## config.mk

```make
export PLATFORM = sky130hd
export DESIGN_NAME = val2_shift_seq_flat
export DESIGN_NICKNAME = d
export VERILOG_FILES = /design/src/rtl/val2_shift_seq_pkg.sv /design/src/rtl/val2_shift_seq_if.sv /design/src/rtl/val2_step_shifter.sv /design/src/rtl/val2_shift_seq.sv /design/src/flat_wrapper.sv
export SDC_FILE = /design/constraint.sdc
export NUM_CORES = 1
export LEC_CHECK = 0
export BUFFER_PORTS_ARGS = -buffer_cell sky130_fd_sc_hd__buf_2
export CORE_MARGIN = 1.5
export CORE_UTILIZATION = 30
export CTS_BUF_LIST = sky130_fd_sc_hd__clkbuf_8
export DETAILED_ROUTE_END_ITERATION = 10
export GPL_ROUTABILITY_DRIVEN = 1
export PLACE_DENSITY_LB_ADDON = 0.1
export SYNTH_ARGS = -nofsm -noshare
export SYNTH_HDL_FRONTEND = slang
export SYNTH_HIERARCHICAL = 1
export SYNTH_SLANG_ARGS = --single-unit
```

## constraint.sdc

```tcl
create_clock -name clk -period 5.2 [get_ports clk]
set_clock_uncertainty 0.2 [all_clocks]
set_input_delay 0.78 -clock clk [delete_from_list [all_inputs] [get_ports clk]]
set_output_delay 0.78 -clock clk [all_outputs]
set_load 0.02 [all_outputs]
```

## src/rtl/val2_shift_seq_pkg.sv

```systemverilog
// Shared definitions for the Val2 operand sequencer.
// Supplies the register width, shift-op codes, FSM state codes and the
// operand decode helper used at accept time. The shared defines are given
// fallback values here so the slice builds stand-alone.
// Optional feature macro: VAL2_CARRY_OUT_EN (used by the other files).

`ifndef REGISTER_LEN
`define REGISTER_LEN 32
`endif
`ifndef LSL_SHIFT_STATE
`define LSL_SHIFT_STATE 2'b00
`endif
`ifndef LSR_SHIFT_STATE
`define LSR_SHIFT_STATE 2'b01
`endif
`ifndef ASR_SHIFT_STATE
`define ASR_SHIFT_STATE 2'b10
`endif
`ifndef ROR_SHIFT_STATE
`define ROR_SHIFT_STATE 2'b11
`endif
`ifndef V2S_IDLE
`define V2S_IDLE 2'd0
`endif
`ifndef V2S_SHIFT
`define V2S_SHIFT 2'd1
`endif
`ifndef V2S_DONE
`define V2S_DONE 2'd2
`endif
`ifndef V2S_MAX_AMT
`define V2S_MAX_AMT 32
`endif

package val2_shift_seq_pkg;

  localparam int unsigned REG_W   = `REGISTER_LEN;
  localparam int unsigned AMT_W   = 6;               // holds 0..32
  localparam int unsigned IDX_W   = $clog2(REG_W);
  localparam int unsigned MAX_AMT = `V2S_MAX_AMT;

  localparam logic [1:0] OP_LSL = `LSL_SHIFT_STATE;
  localparam logic [1:0] OP_LSR = `LSR_SHIFT_STATE;
  localparam logic [1:0] OP_ASR = `ASR_SHIFT_STATE;
  localparam logic [1:0] OP_ROR = `ROR_SHIFT_STATE;

  typedef enum logic [1:0] {
    ST_IDLE  = `V2S_IDLE,
    ST_SHIFT = `V2S_SHIFT,
    ST_DONE  = `V2S_DONE
  } state_t;

  // Decoded operand latched at accept: working value, op and total amount.
  typedef struct packed {
    logic [REG_W-1:0] w;
    logic [1:0]       op;
    logic [AMT_W-1:0] amt;
  } dec_t;

  function automatic dec_t decode(input logic [REG_W-1:0] rm,
                                  input logic [7:0]       rs_lo,
                                  input logic [11:0]      so,
                                  input logic             imm,
                                  input logic             mem);
    dec_t d;
    d.w   = rm;
    d.op  = so[6:5];
    d.amt = '0;
    if (mem) begin
      d.w  = REG_W'(so);
      d.op = OP_LSL;
    end else if (imm) begin
      d.w   = REG_W'(so[7:0]);
      d.op  = OP_ROR;
      d.amt = AMT_W'({so[11:8], 1'b0});
    end else if (!so[4]) begin
      d.amt = AMT_W'(so[11:7]);
    end else if (so[6:5] == OP_ROR) begin
      // Rotation is modulo the register width.
      d.amt = AMT_W'(rs_lo[4:0]);
    end else if (rs_lo > 8'(MAX_AMT)) begin
      d.amt = AMT_W'(MAX_AMT);
    end else begin
      d.amt = AMT_W'(rs_lo);
    end
    return d;
  endfunction

endpackage

```

## src/rtl/val2_shift_seq_if.sv

```systemverilog
// Request/response bundle between the EX-stage control and the Val2 sequencer.
// master: requester (drives start and operands, sees ready/busy/done/result).
// slave : sequencer.
// With VAL2_CARRY_OUT_EN defined, carry_in and shifter_carry are added.

interface val2_shift_seq_if;
  import val2_shift_seq_pkg::*;

  logic             start;
  logic [REG_W-1:0] val_rm;
  logic [REG_W-1:0] val_rs;
  logic [11:0]      shift_operand;
  logic             immediate;
  logic             is_mem_command;
  logic             ready;
  logic             busy;
  logic             done;
  logic [REG_W-1:0] val2_out;
`ifdef VAL2_CARRY_OUT_EN
  logic             carry_in;
  logic             shifter_carry;
`endif

  modport master (
    output start, val_rm, val_rs, shift_operand, immediate, is_mem_command,
`ifdef VAL2_CARRY_OUT_EN
    output carry_in,
    input  shifter_carry,
`endif
    input  ready, busy, done, val2_out
  );

  modport slave (
    input  start, val_rm, val_rs, shift_operand, immediate, is_mem_command,
`ifdef VAL2_CARRY_OUT_EN
    input  carry_in,
    output shifter_carry,
`endif
    output ready, busy, done, val2_out
  );

endinterface

```

## src/rtl/val2_step_shifter.sv

```systemverilog
// Narrow combinational shifter: applies k (0..SHIFT_STEP) positions of op to w.
// Ports: w (in), op (in), k (in), w_out (out); with VAL2_CARRY_OUT_EN also
// carry (out) = last bit shifted out during this step.

module val2_step_shifter
  import val2_shift_seq_pkg::*;
#(
  parameter  int unsigned SHIFT_STEP = 4,
  localparam int unsigned K_W        = $clog2(SHIFT_STEP + 1)
) (
  input  logic [REG_W-1:0] w,
  input  logic [1:0]       op,
  input  logic [K_W-1:0]   k,
`ifdef VAL2_CARRY_OUT_EN
  output logic             carry,
`endif
  output logic [REG_W-1:0] w_out
);

  logic [AMT_W-1:0] k_rot;

  // Shift result; ROR uses the complementary left shift for the wrap.
  always_comb begin
    k_rot = AMT_W'(REG_W) - AMT_W'(k);
    unique case (op)
      OP_LSL:  w_out = w << k;
      OP_LSR:  w_out = w >> k;
      OP_ASR:  w_out = $unsigned($signed(w) >>> k);
      default: w_out = (w >> k) | (w << k_rot);
    endcase
  end

`ifdef VAL2_CARRY_OUT_EN
  logic [IDX_W-1:0] idx_l;
  logic [IDX_W-1:0] idx_r;

  // Last bit out: w[32-k] for LSL, w[k-1] for LSR/ASR, new MSB for ROR.
  always_comb begin
    idx_l = IDX_W'(AMT_W'(REG_W) - AMT_W'(k));
    idx_r = IDX_W'(AMT_W'(k) - AMT_W'(1));
    carry = 1'b0;
    if (k != '0) begin
      unique case (op)
        OP_LSL:  carry = w[idx_l];
        OP_LSR,
        OP_ASR:  carry = w[idx_r];
        default: carry = w_out[REG_W-1];
      endcase
    end
  end
`endif

endmodule

```

## src/rtl/val2_shift_seq.sv

```systemverilog
// Multi-cycle Val2 sequencer: decodes operand-2 at accept, then shifts the
// working value by up to SHIFT_STEP positions per cycle until done.
// Ports: clk, rst (sync, active-high), bus (val2_shift_seq_if.slave).
// Optional macro VAL2_CARRY_OUT_EN adds carry_in/shifter_carry on the bus.

module val2_shift_seq
  import val2_shift_seq_pkg::*;
#(
  parameter int unsigned SHIFT_STEP = 4
) (
  input logic               clk,
  input logic               rst,
  val2_shift_seq_if.slave   bus
);

  localparam int unsigned K_W = $clog2(SHIFT_STEP + 1);

  state_t           state, state_n;
  logic [REG_W-1:0] w, w_n, step_w, val2_q;
  logic [1:0]       op, op_n;
  logic [AMT_W-1:0] rem, rem_n;
  logic [K_W-1:0]   k;
  logic             ready_q, busy_q, done_q;
  dec_t             dec;

`ifdef VAL2_CARRY_OUT_EN
  logic carry_w, carry_w_n, step_carry, carry_q;
`endif

  // Per-cycle amount: min(remaining, SHIFT_STEP).
  assign k = (rem < AMT_W'(SHIFT_STEP)) ? K_W'(rem) : K_W'(SHIFT_STEP);

  val2_step_shifter #(.SHIFT_STEP(SHIFT_STEP)) u_step (
    .w     (w),
    .op    (op),
    .k     (k),
`ifdef VAL2_CARRY_OUT_EN
    .carry (step_carry),
`endif
    .w_out (step_w)
  );

  // Next state and working-register updates. ASR needs no separate sign
  // register: every arithmetic step preserves bit 31 as latched at accept.
  always_comb begin
    state_n = state;
    w_n     = w;
    op_n    = op;
    rem_n   = rem;
`ifdef VAL2_CARRY_OUT_EN
    carry_w_n = carry_w;
`endif
    dec = decode(bus.val_rm, bus.val_rs[7:0], bus.shift_operand,
                 bus.immediate, bus.is_mem_command);
    unique case (state)
      ST_IDLE: begin
        if (bus.start) begin
          w_n   = dec.w;
          op_n  = dec.op;
          rem_n = dec.amt;
`ifdef VAL2_CARRY_OUT_EN
          carry_w_n = bus.carry_in;
`endif
          state_n = (dec.amt == '0) ? ST_DONE : ST_SHIFT;
        end
      end
      ST_SHIFT: begin
        w_n   = step_w;
        rem_n = rem - AMT_W'(k);
`ifdef VAL2_CARRY_OUT_EN
        carry_w_n = step_carry;
`endif
        if (rem_n == '0) state_n = ST_DONE;
      end
      ST_DONE:  state_n = ST_IDLE;
      default:  state_n = ST_IDLE;
    endcase
  end

  // State and registered outputs; result loads on the edge entering DONE so
  // it is valid in the same cycle as the done pulse.
  always_ff @(posedge clk) begin
    if (rst) begin
      state   <= ST_IDLE;
      w       <= '0;
      op      <= OP_LSL;
      rem     <= '0;
      ready_q <= 1'b1;
      busy_q  <= 1'b0;
      done_q  <= 1'b0;
      val2_q  <= '0;
`ifdef VAL2_CARRY_OUT_EN
      carry_w <= 1'b0;
      carry_q <= 1'b0;
`endif
    end else begin
      state   <= state_n;
      w       <= w_n;
      op      <= op_n;
      rem     <= rem_n;
      ready_q <= (state_n == ST_IDLE);
      busy_q  <= (state_n != ST_IDLE);
      done_q  <= (state_n == ST_DONE);
      if (state_n == ST_DONE) val2_q <= w_n;
`ifdef VAL2_CARRY_OUT_EN
      carry_w <= carry_w_n;
      if (state_n == ST_DONE) carry_q <= carry_w_n;
`endif
    end
  end

  assign bus.ready    = ready_q;
  assign bus.busy     = busy_q;
  assign bus.done     = done_q;
  assign bus.val2_out = val2_q;
`ifdef VAL2_CARRY_OUT_EN
  assign bus.shifter_carry = carry_q;
`endif

endmodule
```

## src/flat_wrapper.sv

```systemverilog
// flat-port wrapper written by rule: the top's interface ports become plain ports
module val2_shift_seq_flat import val2_shift_seq_pkg::*;
#(
  parameter int unsigned SHIFT_STEP = 4
)
  (clk, rst, bus_start, bus_val_rm, bus_val_rs, bus_shift_operand, bus_immediate, bus_is_mem_command, bus_ready, bus_busy, bus_done, bus_val2_out);
  val2_shift_seq_if bus_i ();
  input logic clk;
  input logic rst;
  input wire logic [$bits(bus_i.start)-1:0] bus_start;
  input wire logic [$bits(bus_i.val_rm)-1:0] bus_val_rm;
  input wire logic [$bits(bus_i.val_rs)-1:0] bus_val_rs;
  input wire logic [$bits(bus_i.shift_operand)-1:0] bus_shift_operand;
  input wire logic [$bits(bus_i.immediate)-1:0] bus_immediate;
  input wire logic [$bits(bus_i.is_mem_command)-1:0] bus_is_mem_command;
  output wire logic [$bits(bus_i.ready)-1:0] bus_ready;
  output wire logic [$bits(bus_i.busy)-1:0] bus_busy;
  output wire logic [$bits(bus_i.done)-1:0] bus_done;
  output wire logic [$bits(bus_i.val2_out)-1:0] bus_val2_out;
  assign bus_i.start = bus_start;
  assign bus_i.val_rm = bus_val_rm;
  assign bus_i.val_rs = bus_val_rs;
  assign bus_i.shift_operand = bus_shift_operand;
  assign bus_i.immediate = bus_immediate;
  assign bus_i.is_mem_command = bus_is_mem_command;
  assign bus_ready = bus_i.ready;
  assign bus_busy = bus_i.busy;
  assign bus_done = bus_i.done;
  assign bus_val2_out = bus_i.val2_out;
  val2_shift_seq #(.SHIFT_STEP(SHIFT_STEP)) u_core (.clk(clk), .rst(rst), .bus(bus_i));
endmodule
```

Word-level counts from Yosys, hierarchy flattened

Cells that the tools add are included.

Div/mod/pow operators: 0
Reduce and logical (&&, ||, !) cells: 9
$lt $le $gt $ge: 2
Equality and inequality tests: 6
Add/subtract/negate cells: 2
Shift operators: 4
Bitwise logic cells: 1
Mux-type cells: 17
$mul: 0

Operators by type and width:

| cell                                                                             | count |
|---|---|
| 32-bit one-hot mux with 3 select lines                                           | 1 |
| 34-bit two-way mux                                                               | 2 |
| 32-bit one-hot mux with 2 select lines                                           | 1 |
| 6-bit two-way mux                                                                | 6 |
| 32-bit two-way mux                                                               | 1 |
| 32-bit OR                                                                        | 1 |
| 32-bit by 3-bit << shifter with 32-bit output                                    | 1 |
| 32-bit by 6-bit << shifter with 32-bit output                                    | 1 |
| 32-bit by 3-bit >> shifter with 32-bit output                                    | 1 |
| 32-bit by 3-bit >>> shifter with 32-bit output                                   | 1 |
| 6-bit zero test                                                                  | 2 |
| 6-bit one-hot mux with 2 select lines                                            | 1 |
| 8-bit by 6-bit greater-than comparator with 1-bit output (second input constant) | 1 |
| 2-bit == test (second input constant)                                            | 3 |
| 2-bit zero test                                                                  | 3 |
| 6-bit by 3-bit less-than comparator with 1-bit output (second input constant)    | 1 |
| 2-bit two-way mux                                                                | 3 |
| 6-bit by 3-bit subtractor with 6-bit output                                      | 1 |
| 6-bit by 3-bit subtractor with 6-bit output (first input constant)               | 1 |
| 2-bit by 1-bit == test with 1-bit output (second input constant)                 | 2 |
| 2-bit one-hot mux with 2 select lines                                            | 1 |
| 2-bit AND reduction                                                              | 2 |
| 2-bit nonzero test                                                               | 2 |
| 3-bit two-way mux                                                                | 1 |
| 2-bit inequality test (second input constant)                                    | 1 |

Logic and storage cells: 49
Register bits after elaboration: 77
Memory bits (read-only): 0
Input bits: 81
Output and inout bits: 35
RAM bits: 0
Latch bits: 0
Memories kept: 0

Longest topological paths before layout

Gate-level depths: netlist of the first run.

Word-level depth: 11
Mapped depth: 19
Mapped depth without buffers: 14

Cells and area by module

The synthesis of the first run kept the hierarchy.

By module, submodules not included:

| module            | area each (µm²) | cells an instance | times used |
|---|---|---|---|
| val2_step_shifter | 3,611.0         | 472               | 1 |
| val2_shift_seq    | 3,493.4         | 375               | 1 |

Worst setup path before layout of the first run

No wires, ideal clock.

Kind: reg-to-reg
From: register u_core.rem[2]
To: register u_core.val2_q[28] (netlist: u_core/bus.val2_out[28])
Path slack: 1.080 ns
Required time: 4.879 ns
Buffers on the path: 4
Data arrival time: 3.798 ns
Clock period less this slack: 4.120 ns
Stages on the path, launching flop included: 19
Cells stage by stage: dfxtp_1 > or3_1 > nor2_1 > and2_1 > buf_6 > buf_2 > buf_2 > inv_1 > ha_1 > ha_1 > clkbuf_1 > clkinv_1 > mux4_2 > nor2_1 > or4_1 > o211a_1 > nand2_1 > nand2_1 > mux2_4

Cells in the longest elaborated chain, start to end: 7

Ends and longest elaborated chain:

| what                                                    | line                    | RTL |
|---|---|---|
| start: declaration                                      | val2_shift_seq.sv:21    | `logic [AMT_W-1:0] rem, rem_n;` |
| start signal: assignment                                | val2_shift_seq.sv:100   | `rem <= rem_n;` |
| 6-bit by 3-bit less-than comparator with 1-bit output * | val2_shift_seq.sv:31    | `assign k = (rem < AMT_W'(SHIFT_STEP)) ? K_W'(rem) : K_W'(SHIFT_STEP);` |
| 3-bit two-way mux *                                     | val2_shift_seq.sv:31    |  |
| named net u_core.k[1]                                   | val2_shift_seq.sv:22    | `logic [K_W-1:0] k;` |
| 6-bit by 3-bit subtractor with 6-bit output             | val2_step_shifter.sv:24 | `k_rot = AMT_W'(REG_W) - AMT_W'(k);` |
| 32-bit by 6-bit << shifter with 32-bit output           | val2_step_shifter.sv:29 | `default: w_out = (w >> k) \| (w << k_rot);` |
| 32-bit OR                                               | val2_step_shifter.sv:29 |  |
| 32-bit one-hot mux with 3 select lines *                | val2_step_shifter.sv:25 | `unique case (op)` |
| named net u_core.step_w[28]                             | val2_shift_seq.sv:19    | `logic [REG_W-1:0] w, w_n, step_w, val2_q;` |
| 32-bit one-hot mux with 2 select lines *                | val2_shift_seq.sv:55    | `unique case (state)` |
| end signal: assignment                                  | val2_shift_seq.sv:104   | `if (state_n == ST_DONE) val2_q <= w_n;` |
| end: declaration                                        | val2_shift_seq.sv:19    |  |

Mark *: on every way through the listed nets, which the timed path passes. The rest lies on a longest branch.
A chain may end at the register's enable or synchronous reset.

Worst setup path after layout of the first run

Same ends and word-level chain as after synthesis.

==> results of run 1 <==
cells in the final DEF (no fill, tap or decap), drive strengths merged, types with 22 or more instances in the layout:
master | synthesis | routed
buf | 40 | 111
mux4 | 35 | 35
nor2 | 92 | 92
a21oi | 35 | 35
mux2 | 55 | 55
nor2b | 37 | 37
a22oi | 22 | 22
o21ai | 32 | 32
nand2 | 110 | 110
dfxtp | 77 | 77
mux2i | 53 | 53
per-layer routing:
layer	vias up	track usage	wire (um)
met5	-	0	0
met4	0	0.0490	386
met3	26	0.0269	855
met2	152	0.315	11100
met1	3296	0.292	11900
li1	3224	-	-
report_power, final:
group          leakage (nW)  internal (W)  switching (W)
Combinational          2.45      0.000379       0.000545
Sequential            0.627      0.000635      0.0000950
Clock                 0.105      0.000268       0.000259
Total                  3.18       0.00128       0.000899
sequential cells by signal, indices dropped and copies added, names as in the netlist:
name	flops
u_core/w	32
u_core/rem	6
u_core/bus.val2_out	32
u_core/bus.busy	1
u_core/bus.done	1
u_core/bus.ready	1
u_core/state	2
u_core/op	2
layout make-up:
class,instances,share of cell area
clock inverters,7,0.0114
flip-flops and latches,77,0.194
inverters,11,0.00521
repair buffers,111,0.0764
multi-input cells,677,0.647
clock buffers,9,0.0156
well taps,319,0.0503
worst max-delay path by stage:
stage | startpoint | slack, ps | to | depth (start not counted)
final | u_core/rem[2] | 870 | u_core/bus.val2_out[28] | 14
after global routing | u_core/rem[2] | 460 | u_core/bus.val2_out[30] | 13
after CTS | u_core/rem[2] | 850 | u_core/bus.val2_out[30] | 13
after detailed placement | u_core/rem[2] | 860 | u_core/bus.val2_out[30] | 13
after global placement | u_core/rem[2] | 880 | u_core/bus.val2_out[30] | 13
after floorplan | u_core/rem[2] | 1080 | u_core/bus.val2_out[28] | 18
logic make-up after synthesis:
kind of cell / count (synthesis)
other: 1
adders and majority gates: 4
buffers and inverters: 93
and+or+nand+nor: 327
AOI/OAI and AO/OA: 202
DFF: 77
muxes: 143
metrics by stage:
step                      hold slack, ps  instances  setup WS, ps  power [W]
after floorplan                      255        847          1080    0.00140
after global placement               315       1195           877    0.00167
after detailed placement             319       1195           861    0.00166
after CTS                            333       1211           855    0.00220
after global routing                 341       1211           465    0.00232
final                                326       1211           870    0.00218
tightest hold or removal path, cell delays in order, from the launching register on:
cell	delay (ps)
dfxtp_1	340
o21ai_0	80
a21oi_1	60
==> impl_metrics.toml, run 1 <==
[worst_setup_path]
rr_startpoint = "u_core/rem[2]"
crit_buf_inv = 2
crit_chain = "or3_1 > nor2_1 > and2_4 > inv_1 > ha_1 > buf_4 > mux2i_1 > mux4_2 > nor2_1 > or4_1 > o211a_1 > nand2_1 > nand2_1 > mux2_4"
crit_family = "simple AND/OR/NAND/NOR gates"
r2r-end = "u_core/bus.val2_out[28]"
max_stage_delay_ps = 570
cp_max_fo = 14
reg2reg_slack_ps = 870
cp.required_ps = 5280
arrival_ps = 4410
reg2reg_depth = 14
crit_type = "flop to flop"
slowest_stage = "ha_1"
cp-end-kind = "flop"
critPathLaunchType = "flop"

[layout]
diodes = 0
fin_area_um2 = 7930
multi_input_area_um2 = 5130
regArea_um2 = 1540
drive_gt1_frac = 0.267
fin_nets = 971
synthToLayoutAreaGrowth_pct = 11.6
final_util = 0.340
fillers = 2518

[route]
drt-total-wl_um = 24200
drc = 0
num_vias = 6698
firstDrtPassIters = 5
wire_per_inst_um = 20.0
drtAntennaViolNets = 0
vias_per_cell = 5.53
dr.first_iter.drc_count = 511

[synthesis]
synthTopCellsByCount = "nand2_1, nor2_1, dfxtp_1, mux2i_1, clkbuf_1"
yosys.area_share.simple = 0.217
netlist_instances = 847
synth_area_um2 = 7100
syn_area_per_cell_um2 = 8.39
synth-adder-area-share = 0.00687
ys_warn_count = 6
synth-xor-area-share = 0
async_reset_ff_frac = 0
synthDistinctLibCells = 67
yosys-top-cells-area = "dfxtp_1, mux4_2, mux2i_1"
synth_compound_area_frac = 0.207
synth_edf_count = 0
synth_most_common_cell = "nand2_1"
syn_nets = 931
yosysTopAreaCellShare = 0.217
ys_seq_area_frac = 0.217
yosys.area.top_type = "dfxtp_1"
yosys-mux-area-fraction = 0.288
synth_ff_type = "dfxtp_1"
synth-seq-cells = 77
synth_top_family_by_area = "multiplexers"

[timing]
max_slew.worst_pin.slew_ps = 807
fin_crit_sh = 0.833
fin_crit_ps = 4330
rsz0062_at_grt = "no"
fin_setup_tns_ps = 0
finalHoldViolCount = 0
setup_violations = 0
fmax_ghz = 0.231
slew_headroom = 0.460
slew_viol_final = 0

[pwr]
ir_drop_uv = 111
p_leak_nw = 3.18
powerDensity_nw_per_um2 = 275

[clocking]
cts_made_buffers = 9
cts_hold_buf = 0
clock_sinks = 77
h-tree-depth = 3
cts_buffer_depth = 2
cts_setup_buffers = 0
insertion_delay_ps = 390
clk_pin_slew_ps = 90
cts_tree = "yes"
cts_resized = 0
clock_tree.root_cell = "clkbuf_8"

[global_route]
first_global_vias = 6517
antenna_found_initial = 0
grt_pass1_wl_um = 38500
grt_max_degree = 51
grt_overflow = 0
track_usage = 0.202

[placement]
io_buffers = 91
placed_area_um2 = 7720
finalWeightedCongestion = 0.858
hpwlAfterDp_um = 17500

[worst_hold_path]
hold_end = "u_core/rem[5]"
worstHoldPathType = "flop to flop"
holdPathStages = 2
hold_path.startpoint = "u_core/rem[5]"

[floorplanning]
floorplan.initialDensity = 0.304
ios = 116
num_rows = 56
coreArea_um2 = 23300
die_y_um = 157
die_w_um = 157
die_area_um2 = 24600

[status]
outcome = "complete, no violations"

[job]
maxCapViolations = 0
Power figures use the tool's default switching activity.
==> inputs of run 2 (changes only) <==
Clock period 5.2 ns to 3.6 ns, I/O delays scaled along.
==> impl_metrics.toml, run 2 (same netlist as run 1, synthesis figures left out) <==
[layout]
fin_nets = 1009
drive_gt1_frac = 0.317
final_util = 0.361
final_cell_mix = "nand2_1, buf_2, nor2_1, dfxtp_1, buf_4"
synthToLayoutAreaGrowth_pct = 18.6
diodes = 0
final_common_cell = "nand2_1"

[global_route]
grt_pass1_wl_um = 39700
track_usage = 0.209
first_global_vias = 6806
grt_max_degree = 71
grt_overflow = 0
antenna_found_initial = 1

[status]
outcome = "complete, no violations"

[clocking]
clk_pin_slew_ps = 90
clock_sinks = 77
clock_tree.root_cell = "clkbuf_8"
insertion_delay_ps = 380
cts_buffer_depth = 2
h-tree-depth = 3
cts_made_buffers = 9
cts_tree = "yes"

[placement]
finalWeightedCongestion = 0.852
post-place-ws_ps = 53.7
hpwlAfterDp_um = 18300
io_buffers = 91

[timing]
max_slew.worst_pin.slew_ps = 795
rsz0062_at_grt = "yes"
setup_violations = 0
setup_ws_ps = 111
slew_viol_final = 0
fin_crit_sh = 0.969
fin_crit_ps = 3490
slew_headroom = 0.469
finalHoldViolCount = 0
fmax_ghz = 0.287

[floorplanning]
num_rows = 56
coreArea_um2 = 23300
floorplan.initialDensity = 0.304
die_w_um = 157
die_y_um = 157
die_area_um2 = 24600
ios = 116

[worst_setup_path]
crit_type = "flop to flop"
slowest_stage = "mux4_2"
cp.required_ps = 3680
crit_chain = "or3_4 > nor2_4 > and2_4 > buf_4 > mux4_2 > and2_4 > o31ai_4 > a31oi_1 > or3_1 > nand2_1 > nand2_1 > mux2_4"
cp-end-kind = "flop"
arrival_ps = 3570
critPathLaunchType = "flop"
cp_max_fo = 15
max_stage_delay_ps = 580

[route]
vias_per_cell = 5.52
firstDrtPassIters = 5
wire_per_inst_um = 19.9
drtAntennaViolNets = 0
dr.first_iter.drc_count = 417
num_vias = 6892
drt-total-wl_um = 24900
drc = 0

[pwr]
ir_drop_uv = 200
p_leak_nw = 3.39
powerDensity_nw_per_um2 = 389

[job]
maxCapViolations = 0

[worst_hold_path]
worstHoldPathType = "input pin to flop"
run 2: critical path: cells and delay by family (launching register included):
family	cells	cell delay (ps)
simple gates	7	1500
mux	2	840
flops	1	320
compound gates	2	290
buf+inv	1	240
run 2: worst paths after layout:
kind	from	to	slack (ps)	cells after the start
worst max-delay path	u_core/rem[3]	u_core/bus.val2_out[25]	110	12
worst min-delay path	bus_val_rm[20]	u_core/w[20]	200	3
worst max register to register	u_core/rem[3]	u_core/bus.val2_out[25]	110	12
worst min register to register	u_core/rem[0]	u_core/rem[0]	340	2
run 2: per-stage QoR:
stage / power (W) / instance area [um^2] / TNS (ps) / std cells / hold WS, ps
after detailed placement: 0.00254 / 8090 / 0 / 1232 / 330
final: 0.00328 / 8430 / 0 / 1249 / 196
after global routing: 0.00349 / 8430 / -130 / 1249 / 196
after CTS: 0.00325 / 8280 / 0 / 1248 / 181
after global placement: 0.00255 / 8090 / -30.4 / 1232 / 331
after floorplan: 0.00206 / 7210 / -122 / 847 / 255
run 2: per-layer routing:
metal,share of wire,global-route usage,vias to the layer above
met5,0.00036,0,-
met4,0.022,0.0680,2
met3,0.034,0.0227,38
met2,0.46,0.326,162
met1,0.49,0.298,3395
li1,-,-,3295
run 2: timing repair:
action | 4_1_cts | 5_1_grt
resized for setup | 0 | 28
hold buffers | 0 | 0
setup endpoints to repair | 0 | 18
setup buffers | 0 | 1
run 2: layout make-up:
type | count | area, um^2
Clock buffer | 9 | 124
Sequential cell | 77 | 1540
Timing Repair Buffer | 149 | 957
Tap cell | 319 | 399
Multi-Input combinational cell | 677 | 5290
Clock inverter | 7 | 67.6
Inverter | 11 | 47.5
Fill cell | 2477 | 14900
run 2: power breakdown:
part / internal, W / switching [W] / total (W)
registers: 0.000917 / 0.000125 / 0.00104
clock network: 0.000317 / 0.000377 / 0.000694
logic: 0.000689 / 0.000856 / 0.00154
total: 0.00192 / 0.00136 / 0.00328
